[config.mk]
export PLATFORM = sky130hd
export DESIGN_NAME = shift_deserializer
export DESIGN_NICKNAME = d
export VERILOG_FILES = /design/src/rtl/shift_pkg.sv /design/src/rtl/shift_deserializer_word_hold_reg.sv /design/src/rtl/shift_deserializer.sv
export SDC_FILE = /design/constraint.sdc
export NUM_CORES = 1
export LEC_CHECK = 0
export CAP_MARGIN = 20
export CORE_MARGIN = 4
export CORE_UTILIZATION = 47
export CTS_CLUSTER_SIZE = 20
export DETAILED_ROUTE_END_ITERATION = 8
export PLACE_DENSITY_LB_ADDON = 0.12
export SYNTH_ARGS = -nofsm -noshare
export SYNTH_HDL_FRONTEND = slang
export SYNTH_SLANG_ARGS = --single-unit
[constraint.sdc]
create_clock -name clk -period 1.42 [get_ports clk]
set_clock_uncertainty 0.05 [all_clocks]
set_input_delay 0.284 -clock clk [delete_from_list [all_inputs] [get_ports clk]]
set_output_delay 0.284 -clock clk [all_outputs]
set_load 0.02 [all_outputs]
[src/rtl/shift_pkg.sv]
// Shared constants for the 8-bit serial link: default word width and the
// bit-order encodings used by both the transmitter and this receiver.
package shift_pkg;

    localparam int SHIFT_WORD_W = 8;

    // Bit-order encodings, matching the shift_register transmitter
    localparam bit SHIFT_MSB_FIRST = 1'b1;
    localparam bit SHIFT_LSB_FIRST = 1'b0;

endpackage

[src/rtl/shift_deserializer_word_hold_reg.sv]
// Single-entry holding register with a valid/ready output handshake.
// A load is accepted when the entry is empty or is being drained on the same
// edge; otherwise the offered word is refused and the old word is kept.
module word_hold_reg
    import shift_pkg::*;
#(
    parameter int WIDTH = SHIFT_WORD_W
) (
    input  logic             clk,
    input  logic             rst,
    input  logic             load,
    input  logic [WIDTH-1:0] load_data,
    input  logic             ready_in,
    output logic [WIDTH-1:0] data_out,
    output logic             valid_out,
    output logic             load_refused
);

    logic [WIDTH-1:0] data_q;
    logic [WIDTH-1:0] data_d;
    logic             valid_q;
    logic             valid_d;
    logic             transfer;
    logic             can_accept;

    assign transfer   = valid_q & ready_in;
    assign can_accept = ~valid_q | ready_in;

    // Next-state: drain on transfer, refill if a word arrives while there is room
    always_comb begin
        data_d       = data_q;
        valid_d      = valid_q;
        load_refused = 1'b0;
        if (transfer) begin
            valid_d = 1'b0;
        end
        if (load) begin
            if (can_accept) begin
                data_d  = load_data;
                valid_d = 1'b1;
            end else begin
                load_refused = 1'b1;
            end
        end
    end

    // Storage for the buffered word and its occupancy flag
    always_ff @(posedge clk) begin
        if (rst) begin
            data_q  <= '0;
            valid_q <= 1'b0;
        end else begin
            data_q  <= data_d;
            valid_q <= valid_d;
        end
    end

    assign data_out  = data_q;
    assign valid_out = valid_q;

endmodule

[src/rtl/shift_deserializer.sv]
// Serial-in/parallel-out receiver. Assembles WIDTH-bit words from strobed
// serial bits, hands them to a one-word holding buffer, and raises a sticky
// overrun flag whenever a finished word has nowhere to go.
module shift_deserializer
    import shift_pkg::*;
#(
    parameter int WIDTH     = SHIFT_WORD_W,
    parameter bit MSB_FIRST = SHIFT_MSB_FIRST
) (
    input  logic                     clk,
    input  logic                     rst,
    input  logic                     enable,
    input  logic                     data_in,
    input  logic                     clear,
    output logic [WIDTH-1:0]         parallel_data_out,
    output logic                     valid_out,
    input  logic                     ready_in,
    output logic                     overrun,
    output logic [$clog2(WIDTH)-1:0] bit_count
);

    localparam int CNT_W = $clog2(WIDTH);
    localparam logic [CNT_W-1:0] LAST_BIT = CNT_W'(WIDTH - 1);

    logic [WIDTH-1:0] sr_q;
    logic [WIDTH-1:0] sr_d;
    logic [CNT_W-1:0] cnt_q;
    logic [CNT_W-1:0] cnt_d;
    logic             ovr_q;
    logic             ovr_d;
    logic [WIDTH-1:0] shifted;
    logic             word_done;
    logic             hold_refused;

    // The completed word includes the bit sampled on this edge, so the
    // buffer is fed the shifted value rather than the current register.
    assign shifted   = MSB_FIRST ? {sr_q[WIDTH-2:0], data_in}
                                 : {data_in, sr_q[WIDTH-1:1]};
    assign word_done = enable & ~clear & (cnt_q == LAST_BIT);

    // Next-state for shifter, bit counter and overrun; clear beats enable
    always_comb begin
        sr_d  = sr_q;
        cnt_d = cnt_q;
        ovr_d = ovr_q;
        if (clear) begin
            sr_d  = '0;
            cnt_d = '0;
            ovr_d = 1'b0;
        end else begin
            if (enable) begin
                sr_d  = shifted;
                cnt_d = (cnt_q == LAST_BIT) ? '0 : cnt_q + 1'b1;
            end
            if (hold_refused) begin
                ovr_d = 1'b1;
            end
        end
    end

    // Receive-side state registers
    always_ff @(posedge clk) begin
        if (rst) begin
            sr_q  <= '0;
            cnt_q <= '0;
            ovr_q <= 1'b0;
        end else begin
            sr_q  <= sr_d;
            cnt_q <= cnt_d;
            ovr_q <= ovr_d;
        end
    end

    word_hold_reg #(
        .WIDTH(WIDTH)
    ) u_hold (
        .clk         (clk),
        .rst         (rst),
        .load        (word_done),
        .load_data   (shifted),
        .ready_in    (ready_in),
        .data_out    (parallel_data_out),
        .valid_out   (valid_out),
        .load_refused(hold_refused)
    );

    assign overrun   = ovr_q;
    assign bit_count = cnt_q;

endmodule

Word level (Yosys, flattened, before mapping)
Index checks and enable logic that the tools add are counted.
- add/sub/neg operators: 1
- equality and inequality tests: 1
- muxes and demuxes: 6
- bitwise gates (word level): 6
- reduce and logical (&&, ||, !) cells: 2
- operators by type and width (kind ; count):
    $mux 1 ; 5
    $add 3x1->3 const B ; 1
    $and 1x1->1 ; 3
    $eq 3x3->1 const B ; 1
    $mux 3 ; 1
    $not 1->1 ; 2
    $reduce_and 2->1 ; 1
    $reduce_or 2->1 ; 1
    $or 1x1->1 ; 1
- register bits: 20
- bits of input ports: 6
- logic and storage cells: 21

Longest topological paths before layout
Gate-level depths: netlist of the first run.
- depth in word-level cells: 4
- depth in mapped cells: 6
- gate-level depth less buffers: 5

Cells and area by module
Synthesis of the first run repeated with hierarchy kept, for this count alone.
- cells, all modules: 80
- area, all modules: 837.1 µm²
- by module, submodules not included (module ; times used ; cells an instance ; area each (µm²) ; seq. area each (µm²)):
    shift_deserializer ; 1 ; 40 ; 424.2 ; 220.2
    word_hold_reg ; 1 ; 40 ; 412.9 ; 180.2

Least setup slack after synthesis of the first run
Ideal clock, no wire load.
- kind: register to register
- from: register cnt_q[0], in the netlist bit_count[0]
- to: register u_hold.data_q[0], in the netlist u_hold.data_out[0]
- arrival: 1.344 ns
- required time: 1.298 ns
- path slack: -0.045 ns
- stages on the path, launching flop included: 7
- buffers on the path: 1
- cell sequence: dfxtp_1 ha_1 ha_1 nand3b_4 nor2b_4 buf_6 mux2i_1
- cells in the longest elaborated chain, start to end: 3
- ends and longest elaborated chain (element ; RTL line ; RTL):
    start: declaration ; shift_deserializer.sv:27 ; logic [CNT_W-1:0] cnt_q;
    start signal: assignment ; shift_deserializer.sv:69 ; cnt_q <= cnt_d;
    $eq 3x3->1 ; shift_deserializer.sv:39 ; assign word_done = enable & ~clear & (cnt_q == LAST_BIT);
    $and 1x1->1 ; shift_deserializer.sv:39 ;
    $reduce_and 2->1 (no source line) ; - ;
    end signal: assignment ; shift_deserializer_word_hold_reg.sv:53 ; data_q <= data_d;
    end: declaration ; shift_deserializer_word_hold_reg.sv:19 ; logic [WIDTH-1:0] data_q;
Every way passes these cells.
A chain may end at the register's enable or synchronous reset.

Final worst setup path of the first run
- from: register cnt_q[0], in the netlist bit_count[0]
- to: output bit_count[0]
- RTL lines (element ; RTL line ; RTL):
    end: declaration ; shift_deserializer.sv:19 ; output logic [$clog2(WIDTH)-1:0] bit_count
No word-level cell between the ends.

==> qor.csv, run 1 <==
stage,metric,value,unit
outcome,status,"complete, no violations",
layout,final_core_util,68.6,%
layout,nets,114,
layout,final-instance-count-excl-fill,130,
layout,mostFrequentLayoutCells,"sky130_fd_sc_hd__mux2i_1, sky130_fd_sc_hd__dfxtp_1, sky130_fd_sc_hd__nand2b_1, sky130_fd_sc_hd__nor2_1, sky130_fd_sc_hd__dlygate4sd2_1",
detailed_routing,drt-initial-drc-count,1,
synth,synth_nets,86,
synth,postSynthCellCount,78,
clocking,postCtsHoldBufs,0,
synth,synth.largest_area_cell,sky130_fd_sc_hd__dfxtp_1,
detailed_routing,remaining_drc_errors,0,
clocking,root_buffer,sky130_fd_sc_hd__clkbuf_4,
critical_path,critical-path-top-delay-family,flip-flops,
critical_path,critical-path-max-stage-delay,0.38,ns
clocking,htree_levels,1,
floorplan,die_width,50.5,um
worst_hold_path,worst_hold_path_type,reg2reg,
detailed_routing,final_antenna_net_count,0,
clocking,clk_latency,0.30,ns
placed_design,placed_cells,125,
critical_path,crit_path_start_kind,flop,
sta,setup_viol,0,
synth,synth_top_cell_area_share,47.3,%
synth,post_synth_instance_area,847,um^2
global_routing,aggregate_global_routing_overflow,0,
floorplan,die_y,50.5,um
critical_path,cp.arrival,1.02,ns
clocking,clock_tree.buffer_depth,2,
sta,timing_worst_slew_pin_value,0.211,ns
layout,post_route_cells_drive_above_1_share,20.0,%
placed_design,gp_congestion,0.698,
global_routing,grt_pass1_vias,583,
clocking,clock_sink_count,20,
clocking,tritoncts_clock_tree,done,
layout,signed_area_change_from_the_synthesized_netlist_to_the_final_layout,38.4,%
global_routing,largest_net_degree_at_the_start_of_global_routing,13,
synth,yosys_register_bits,20,
critical_path,cp_max_fanout,3,
power_and_ir_drop,leak,0.000529,uW
global_routing,antenna_found_initial,0,
sta,timing.final.hold_violations,0,
placed_design,place_ws,-0.0892,ns
power_and_ir_drop,powerDensity,943,nW/um^2
global_routing,grt_util_all_layers,13.1,%
sta,grt_setup_unrepaired,no,
floorplan,io_pins,19,
critical_path,worstPathRequired,1.09,ns
layout,diodes,0,
clocking,cts_buffers,3,
critical_path,timing.setup.critical_path_class,reg2out,
synth,ranking_of_synthesized_cells_by_area,"sky130_fd_sc_hd__dfxtp_1, sky130_fd_sc_hd__mux2i_1, sky130_fd_sc_hd__nand2b_1",
global_routing,grt_pass1_wl,2.52,mm
detailed_routing,drt-vias-per-instance,4.54,
synth,post_synth_num_cell_types,15,
placed_design,place_hpwl,1.13,mm
clocking,clk_pin_slew_worst_paths,0.11,ns
sta,fin_crit,1.35,ns
critical_path,crit_end_category,output port,
critical_path,crit_path_cell_trace,dlygate4sd2_1,
synth,synth_seq_area_share,47.3,%
sta,max-slew-margin-rel,86.0,%
sta,worst_slack,0.0702,ns
floorplan,core_region,1710,um^2
placed_design,buffer_ports.inserted,18,
sta,clock.fmax,741,MHz
detailed_routing,route.detailed.wl_per_inst,11.5,um
floorplan,floorplan.die_area,2550,um^2
sta,drv_slew,0,
synth,postSynthAreaPerCell,10.9,um^2
floorplan,rows,15,
critical_path,critPathBufInv,1,
run,maxCapViolCount,0,
synth,yosysWarnings,0,
detailed_routing,first_pass_drt_iterations,4,
detailed_routing,vias,590,
detailed_routing,finalWirelength,1.49,mm
sta,min_period_over_period,95.1,%
floorplan,starting_density_of_the_core,49.6,%
power_and_ir_drop,vdd_ir_drop_max,0.879,mV
critical_path,library_cell_contributing_the_largest_single_delay_on_the_critical_path,sky130_fd_sc_hd__dfxtp_2,
[synth_stat cells (all sizes together)]
library cell / instances
dfxtp: 20
mux2i: 18
nand2b: 17
nor2: 12
buf: 3
ha: 2
a21oi: 1
clkbuf: 1
nand3b: 1
nor2b: 1
o21ba: 1
or2: 1
[worst min-delay path: stages (launching register included)]
cell	delay, ns
sky130_fd_sc_hd__dfxtp_1	0.32
sky130_fd_sc_hd__nand2b_1	0.06
sky130_fd_sc_hd__mux2i_1	0.06
[layout make-up]
cell class                      instances  area (um^2)
Clock buffer                            3         22.5
Clock inverter                          1         30.0
Fill cell                             148          536
Multi-Input combinational cell         54          444
Sequential cell                        20          403
Tap cell                               25         31.3
Timing Repair Buffer                   27          241
[cell families after synthesis]
logic type | share of synthesized area [%]
adder cells (fa/ha/maj) | 2.95
buffers and inverters | 3.25
multiplexers | 21.3
flip-flops | 47.3
AO/OA/AOI/OAI | 1.77
AND/OR/NAND/NOR | 23.5
[through the flow]
step | setup TNS (ns) | hold slack, ns | area (um^2) | total power [uW]
floorplan | 0 | 0.381 | 850 | 618
global placement | -0.697 | 0.405 | 1110 | 651
detailed placement | -1.26 | 0.411 | 1110 | 651
CTS | 0 | 0.435 | 1140 | 1120
global route | 0 | 0.452 | 1170 | 1160
finish | 0 | 0.430 | 1170 | 1110
[per-layer routing]
layer | GRT usage, % | part of all wire (%) | up-vias
met4 | 6.73 | 1.1 | 0
met2 | 20.7 | 48 | 10
li1 | - | - | 308
met1 | 16.7 | 47 | 270
met3 | 2.97 | 3.6 | 2
met5 | 0 | 0 | -
[sequential cells by signal, summed over array words and instances (netlist names)]
register	flops
u_hold.valid_out	1
overrun	1
sr_q	7
u_hold.data_out	8
bit_count	3
[what timing repair did]
item | 4_1_cts | 5_1_grt
setup buffers | 0 | 1
gates resized for setup | 13 | 7
endpoints found under the setup margin | 13 | 9
[path summary, 6_finish.rpt]
check / from / to / slack [ns] / cells past startpoint
setup / recovery: bit_count[0]$_SDFFE_PP0P_ / bit_count[0] / 0.07 / 1
hold reg to reg: u_hold.data_out[7]$_SDFFE_PP0P_ / u_hold.data_out[7]$_SDFFE_PP0P_ / 0.43 / 2
hold / removal: u_hold.data_out[7]$_SDFFE_PP0P_ / u_hold.data_out[7]$_SDFFE_PP0P_ / 0.43 / 2
setup reg to reg: bit_count[0]$_SDFFE_PP0P_ / u_hold.data_out[3]$_SDFFE_PP0P_ / 0.13 / 6
[power by group]
part | total, uW | leakage (uW) | internal [uW] | switching, uW
logic | 72.5 | 0.000339 | 43.8 | 28.7
clock network | 465 | 0.0000279 | 285 | 180
registers | 568 | 0.000162 | 564 | 3.33
Note: power is estimated with default switching activity, not from simulation.
==> run 2, diff against run 1 <==
--- a/config.mk
+++ b/config.mk
@@ -7,9 +7,10 @@
 export LEC_CHECK = 0
 export CAP_MARGIN = 20
 export CORE_MARGIN = 4
-export CORE_UTILIZATION = 47
+export CORE_UTILIZATION = 58
 export CTS_CLUSTER_SIZE = 20
 export DETAILED_ROUTE_END_ITERATION = 8
+export DONT_BUFFER_PORTS = 1
 export PLACE_DENSITY_LB_ADDON = 0.12
 export SYNTH_ARGS = -nofsm -noshare
 export SYNTH_HDL_FRONTEND = slang
==> run 2 against run 1 <==
Compared with the run above: routed wire length shrank 12%; clock power shrank 32%; non-clock buffer count is 22 lower; core utilization increased by 2.2 points; sequential share of layout area is 8.3 points higher; register-to-register slack got worse by 0.04 ns; maximum frequency increased by 1.3%; critical endpoint is now u_hold.data_out[3]$_SDFFE_PP0P_.
==> qor.csv, run 2 (synthesis results as in run 1) <==
stage,metric,value,unit
detailed_routing,drt-vias-per-instance,5.20,
critical_path,critical-path-top-delay-family,flip-flops,
global_routing,largest_net_degree_at_the_start_of_global_routing,19,
detailed_routing,finalWirelength,1.31,mm
placed_design,place_ws,-0.00609,ns
clocking,htree_levels,1,
power_and_ir_drop,clkPwrFrac,34.3,%
clocking,clock_sink_count,20,
sta,fin_crit,1.33,ns
floorplan,starting_density_of_the_core,63.5,%
critical_path,worstPathRequired,1.60,ns
power_and_ir_drop,power_frac_comb,4.0,%
clocking,clock_tree.buffer_depth,2,
floorplan,io_pins,19,
layout,nets,92,
critical_path,crit_end_category,flop,
critical_path,critPathBufInv,1,
clocking,tritoncts_clock_tree,done,
detailed_routing,final_antenna_net_count,0,
placed_design,place_hpwl,934,um
placed_design,placed_cells,92,
run,maxCapViolCount,0,
placed_design,instance_area_at_placement,863,um^2
layout,post_route_cells_drive_above_1_share,18.1,%
floorplan,rows,13,
global_routing,aggregate_global_routing_overflow,0,
critical_path,crit_path_cell_trace,ha_2 -> ha_4 -> nand3b_4 -> nor2b_4 -> buf_12 -> mux2i_1,
layout,final-instance-count-excl-fill,98,
power_and_ir_drop,vdd_ir_drop_max,0.732,mV
global_routing,grt_util_all_layers,15.1,%
clocking,cts_buffers,3,
floorplan,floorplan.die_area,2140,um^2
layout,fillCellCount,110,
detailed_routing,drt-initial-drc-count,11,
clocking,clk_pin_slew_worst_paths,0.10,ns
global_routing,grt_pass1_vias,510,
layout,mostFrequentLayoutCells,"sky130_fd_sc_hd__mux2i_1, sky130_fd_sc_hd__dfxtp_1, sky130_fd_sc_hd__nand2b_1, sky130_fd_sc_hd__nor2_1",
floorplan,die_width,46.2,um
power_and_ir_drop,powerDensity,970,nW/um^2
worst_hold_path,worst_hold_path_type,in2reg,
layout,signed_area_change_from_the_synthesized_netlist_to_the_final_layout,11.5,%
critical_path,critical-path-max-stage-delay,0.35,ns
clocking,clk_latency,0.29,ns
power_and_ir_drop,net-switching-power,172,uW
sta,timing_worst_slew_pin_value,0.345,ns
clocking,root_buffer,sky130_fd_sc_hd__clkbuf_4,
critical_path,cp.arrival,1.51,ns
sta,worst_slack,0.0878,ns
floorplan,core_region,1330,um^2
layout,final_cell_area,945,um^2
global_routing,grt_pass1_wl,2.25,mm
outcome,status,"complete, no violations",
sta,min_period_over_period,93.8,%
power_and_ir_drop,leak,0.000386,uW
power_and_ir_drop,power.internal,745,uW
critical_path,timing.setup.critical_path_class,reg2reg,
power_and_ir_drop,power_switching_share,18.8,%
detailed_routing,remaining_drc_errors,0,
critical_path,cp_max_fanout,8,
floorplan,die_y,46.2,um
layout,diodes,0,
placed_design,buffer_ports.inserted,0,
sta,setup_viol,0,
placed_design,gp_congestion,0.688,
layout,largest_reg_flops,8,
sta,grt_setup_unrepaired,no,
sta,max-slew-margin-rel,77.0,%
sta,timing.final.hold_violations,0,
sta,drv_slew,0,
sta,clock.fmax,751,MHz
detailed_routing,route.detailed.wl_per_inst,13.3,um
detailed_routing,vias,510,
detailed_routing,first_pass_drt_iterations,4,
critical_path,library_cell_contributing_the_largest_single_delay_on_the_critical_path,sky130_fd_sc_hd__dfxtp_2,
critical_path,crit_path_start_kind,flop,
global_routing,antenna_found_initial,0,
power_and_ir_drop,seqPwrFrac,61.7,%
run 2: cell types whose count changed in the layout (fill, tap and decap cells not counted), sizes merged:
| cell | previous run | this run |
|---|---|---|
| dlygate4sd2 | 11 | 0 |
| buf | 9 | 4 |
| clkdlybuf4s50 | 5 | 0 |
| bufinv | 1 | 0 |
| clkdlybuf4s15 | 1 | 0 |
| dlygate4sd3 | 0 | 1 |
run 2: worst paths after layout:
| path | startpoint | end | slack, ns | depth (start not counted) |
|---|---|---|---|---|
| setup reg to reg | bit_count[1]$_SDFFE_PP0P_ | u_hold.data_out[3]$_SDFFE_PP0P_ | 0.09 | 6 |
| hold / removal | data_in | u_hold.data_out[0]$_SDFFE_PP0P_ | 0.09 | 2 |
| hold reg to reg | sr_q[6]$_SDFFE_PP0P_ | u_hold.data_out[7]$_SDFFE_PP0P_ | 0.44 | 2 |
| setup / recovery | bit_count[1]$_SDFFE_PP0P_ | u_hold.data_out[3]$_SDFFE_PP0P_ | 0.09 | 6 |
run 2: repair_timing:
action,in CTS,in global routing
hold buffers,1,0
setup endpoints to repair,7,8
buffers inserted,1,0
hold endpoints to repair,1,0
gates cloned,0,0
resized for setup,0,3
run 2: layout make-up:
type | instances | area, um^2 | share of cell area (%)
tap | 15 | 18.8 | 1.99
timing repair buffer | 5 | 52.6 | 5.56
multi-input combinational | 54 | 434 | 46.0
clock buffer | 4 | 36.3 | 3.84
sequential | 20 | 403 | 42.6
run 2: routing by layer:
metal	GRT usage (%)	share of wire, %	up-vias	wire [um]
met5	0	0	-	0
met1	17.8	45	230	585
met2	23.4	47	15	611
li1	-	-	263	-
met4	5.11	0.92	0	12
met3	7.81	7.6	2	99
run 2: stage by stage:
step                      TNS [ns]  utilization (%)  total power [uW]  hold WS, ns
after floorplan                  0                -               618        0.381
after global placement           0             64.7               613        0.313
after detailed placement  -0.00609             64.7               613        0.306
after CTS                        0             69.7               932       0.0812
after global routing             0             70.8               965       0.0684
final                            0             70.8               917       0.0936
run 2: power by group through the flow:
stage                     logic [uW]  registers, uW  clock network (uW)
after floorplan                 36.0            582                   0
after global placement          34.6            579                   0
after detailed placement        34.2            579                   0
after CTS                       36.5            566                 329
after global routing            38.9            567                 360
final                           36.3            566                 314
==> run 3, diff against run 2 <==
--- a/config.mk
+++ b/config.mk
@@ -12,6 +12,7 @@
 export DETAILED_ROUTE_END_ITERATION = 8
 export DONT_BUFFER_PORTS = 1
 export PLACE_DENSITY_LB_ADDON = 0.12
+export SLEW_MARGIN = 20
 export SYNTH_ARGS = -nofsm -noshare
 export SYNTH_HDL_FRONTEND = slang
 export SYNTH_SLANG_ARGS = --single-unit
==> constraint.sdc (replaced) <==
create_clock -name clk -period 1.42 [get_ports clk]
set_clock_uncertainty 0.05 [all_clocks]
set_input_delay 0.284 -clock clk [delete_from_list [all_inputs] [get_ports clk]]
set_output_delay 0.284 -clock clk [all_outputs]
set_load 0.005 [all_outputs]
==> run 3 against run 2 <==
Compared with the run above: sequential share of layout area fell by 0.11 points; non-clock buffer count is 1 lower; critical path type unchanged; critical endpoint is now u_hold.data_out[7]$_SDFFE_PP0P_; clock-buffer cell count did not move; routed wire length grew 3.1%; via count decreased by 0.78%; highest routed layer unchanged; largest power group unchanged.
==> qor.csv, run 3 (synthesis results as in run 1) <==
stage,metric,value,unit
outcome,status,"complete, no violations",
power_and_ir_drop,power_switching_share,20.0,%
detailed_routing,first_pass_drt_iterations,4,
floorplan,floorplan.die_area,2140,um^2
sta,grt_setup_unrepaired,no,
layout,signed_area_change_from_the_synthesized_netlist_to_the_final_layout,11.8,%
sta,setup_viol,0,
layout,fillCellCount,109,
critical_path,crit_path_start_kind,flop,
power_and_ir_drop,net-switching-power,186,uW
layout,mostFrequentLayoutCells,"sky130_fd_sc_hd__mux2i_1, sky130_fd_sc_hd__dfxtp_1, sky130_fd_sc_hd__nand2b_1, sky130_fd_sc_hd__nor2_1, sky130_fd_sc_hd__clkbuf_4",
clocking,clk_latency,0.30,ns
floorplan,die_y,46.2,um
critical_path,crit_start,bit_count[2]$_SDFFE_PP0P_,
critical_path,cp.arrival,1.49,ns
global_routing,grt_pass1_wl,2.28,mm
critical_path,cp_max_fanout,8,
placed_design,gp_congestion,0.687,
worst_hold_path,worst_hold_path_type,in2reg,
detailed_routing,vias,506,
clocking,cts_buffers,3,
sta,fin_crit,1.30,ns
critical_path,crit_end_category,flop,
detailed_routing,drt-vias-per-instance,5.22,
detailed_routing,finalWirelength,1.35,mm
floorplan,rows,13,
sta,setup_tns,0,ns
placed_design,buffer_ports.inserted,0,
critical_path,critical_path.reg2reg.startpoint,bit_count[2]$_SDFFE_PP0P_,
detailed_routing,remaining_drc_errors,0,
floorplan,io_pins,19,
clocking,root_buffer,sky130_fd_sc_hd__clkbuf_4,
power_and_ir_drop,seqPwrFrac,60.8,%
power_and_ir_drop,power_frac_comb,3.8,%
clocking,clk_pin_slew_worst_paths,0.11,ns
placed_design,instance_area_at_placement,853,um^2
global_routing,antenna_found_initial,0,
power_and_ir_drop,vdd_ir_drop_max,0.558,mV
sta,timing.final.hold_violations,0,
layout,post_route_cells_drive_above_1_share,17.1,%
placed_design,place_ws,0.0120,ns
power_and_ir_drop,powerDensity,984,nW/um^2
sta,timing_worst_slew_pin_value,0.363,ns
clocking,clock_tree.buffer_depth,2,
layout,largest_reg_flops,8,
detailed_routing,final_antenna_net_count,0,
worst_hold_path,hold_path.startpoint,data_in,
detailed_routing,drt-initial-drc-count,2,
sta,max-slew-margin-rel,75.8,%
sta,worst_slack,0.117,ns
sta,drv_slew,0,
global_routing,aggregate_global_routing_overflow,0,
critical_path,worstPathRequired,1.60,ns
global_routing,largest_net_degree_at_the_start_of_global_routing,19,
layout,final_cell_area,947,um^2
clocking,tritoncts_clock_tree,done,
global_routing,grt_util_all_layers,15.4,%
critical_path,timing.setup.critical_path_class,reg2reg,
floorplan,die_width,46.2,um
floorplan,starting_density_of_the_core,63.5,%
layout,diodes,0,
power_and_ir_drop,clkPwrFrac,35.4,%
clocking,htree_levels,1,
power_and_ir_drop,power.internal,745,uW
layout,final_core_util,71.0,%
detailed_routing,route.detailed.wl_per_inst,13.9,um
power_and_ir_drop,leak,0.000381,uW
run,maxCapViolCount,0,
sta,min_period_over_period,91.8,%
global_routing,grt_pass1_vias,523,
clocking,clock_sink_count,20,
floorplan,core_region,1330,um^2
sta,clock.fmax,767,MHz
layout,nets,91,
run 3: per-stage QoR:
step	total power [uW]	instances	hold WS [ns]
after floorplan	615	78	0.381
after global placement	611	91	0.314
after detailed placement	611	91	0.308
after CTS	939	97	0.0728
after global routing	965	97	0.0716
final	932	97	0.0861
run 3: layout make-up:
class	count	area, um^2	area share (%)
Tap cell	15	18.8	1.98
Clock buffer	4	36.3	3.83
Sequential cell	20	403	42.5
Multi-Input combinational cell	54	444	46.9
Timing Repair Buffer	4	45.0	4.76
run 3: power by group through the flow:
| stage | Combinational [uW] | Sequential (uW) | Clock, uW |
|---|---|---|---|
| final | 35.0 | 567 | 330 |
| after global routing | 38.3 | 568 | 359 |
| after CTS | 34.6 | 566 | 339 |
| after detailed placement | 32.4 | 578 | 0 |
| after global placement | 32.2 | 578 | 0 |
| after floorplan | 36.0 | 579 | 0 |
run 3: what timing repair did:
action,4_1_cts,5_1_grt
pin swaps,0,0
hold buffers,1,0
hold endpoints to repair,1,0
gates resized for setup,0,6
endpoints found under the setup margin,8,8
buffers inserted,1,0
run 3: critical path, stage by stage, from the launching register on:
cell,delay (ns)
sky130_fd_sc_hd__dfxtp_1,0.46
sky130_fd_sc_hd__ha_4,0.19
sky130_fd_sc_hd__nand3b_4,0.09
sky130_fd_sc_hd__nor2b_4,0.14
sky130_fd_sc_hd__buf_12,0.14
sky130_fd_sc_hd__mux2i_1,0.18
run 3: layer usage:
layer / track usage (%) / wire [um] / vias to the layer above
met3: 5.08 / 95 / 4
met4: 10.2 / 25 / 0
li1: - / - / 263
met2: 19.8 / 555 / 14
met5: 0 / 0 / -
met1: 21.4 / 673 / 225
run 3: path summary, 6_finish.rpt:
path / end / slack, ns / depth (start not counted)
setup / recovery: u_hold.data_out[7]$_SDFFE_PP0P_ / 0.12 / 5
hold / removal: u_hold.data_out[0]$_SDFFE_PP0P_ / 0.09 / 2
setup reg to reg: u_hold.data_out[7]$_SDFFE_PP0P_ / 0.12 / 5
hold reg to reg: u_hold.data_out[4]$_SDFFE_PP0P_ / 0.45 / 2
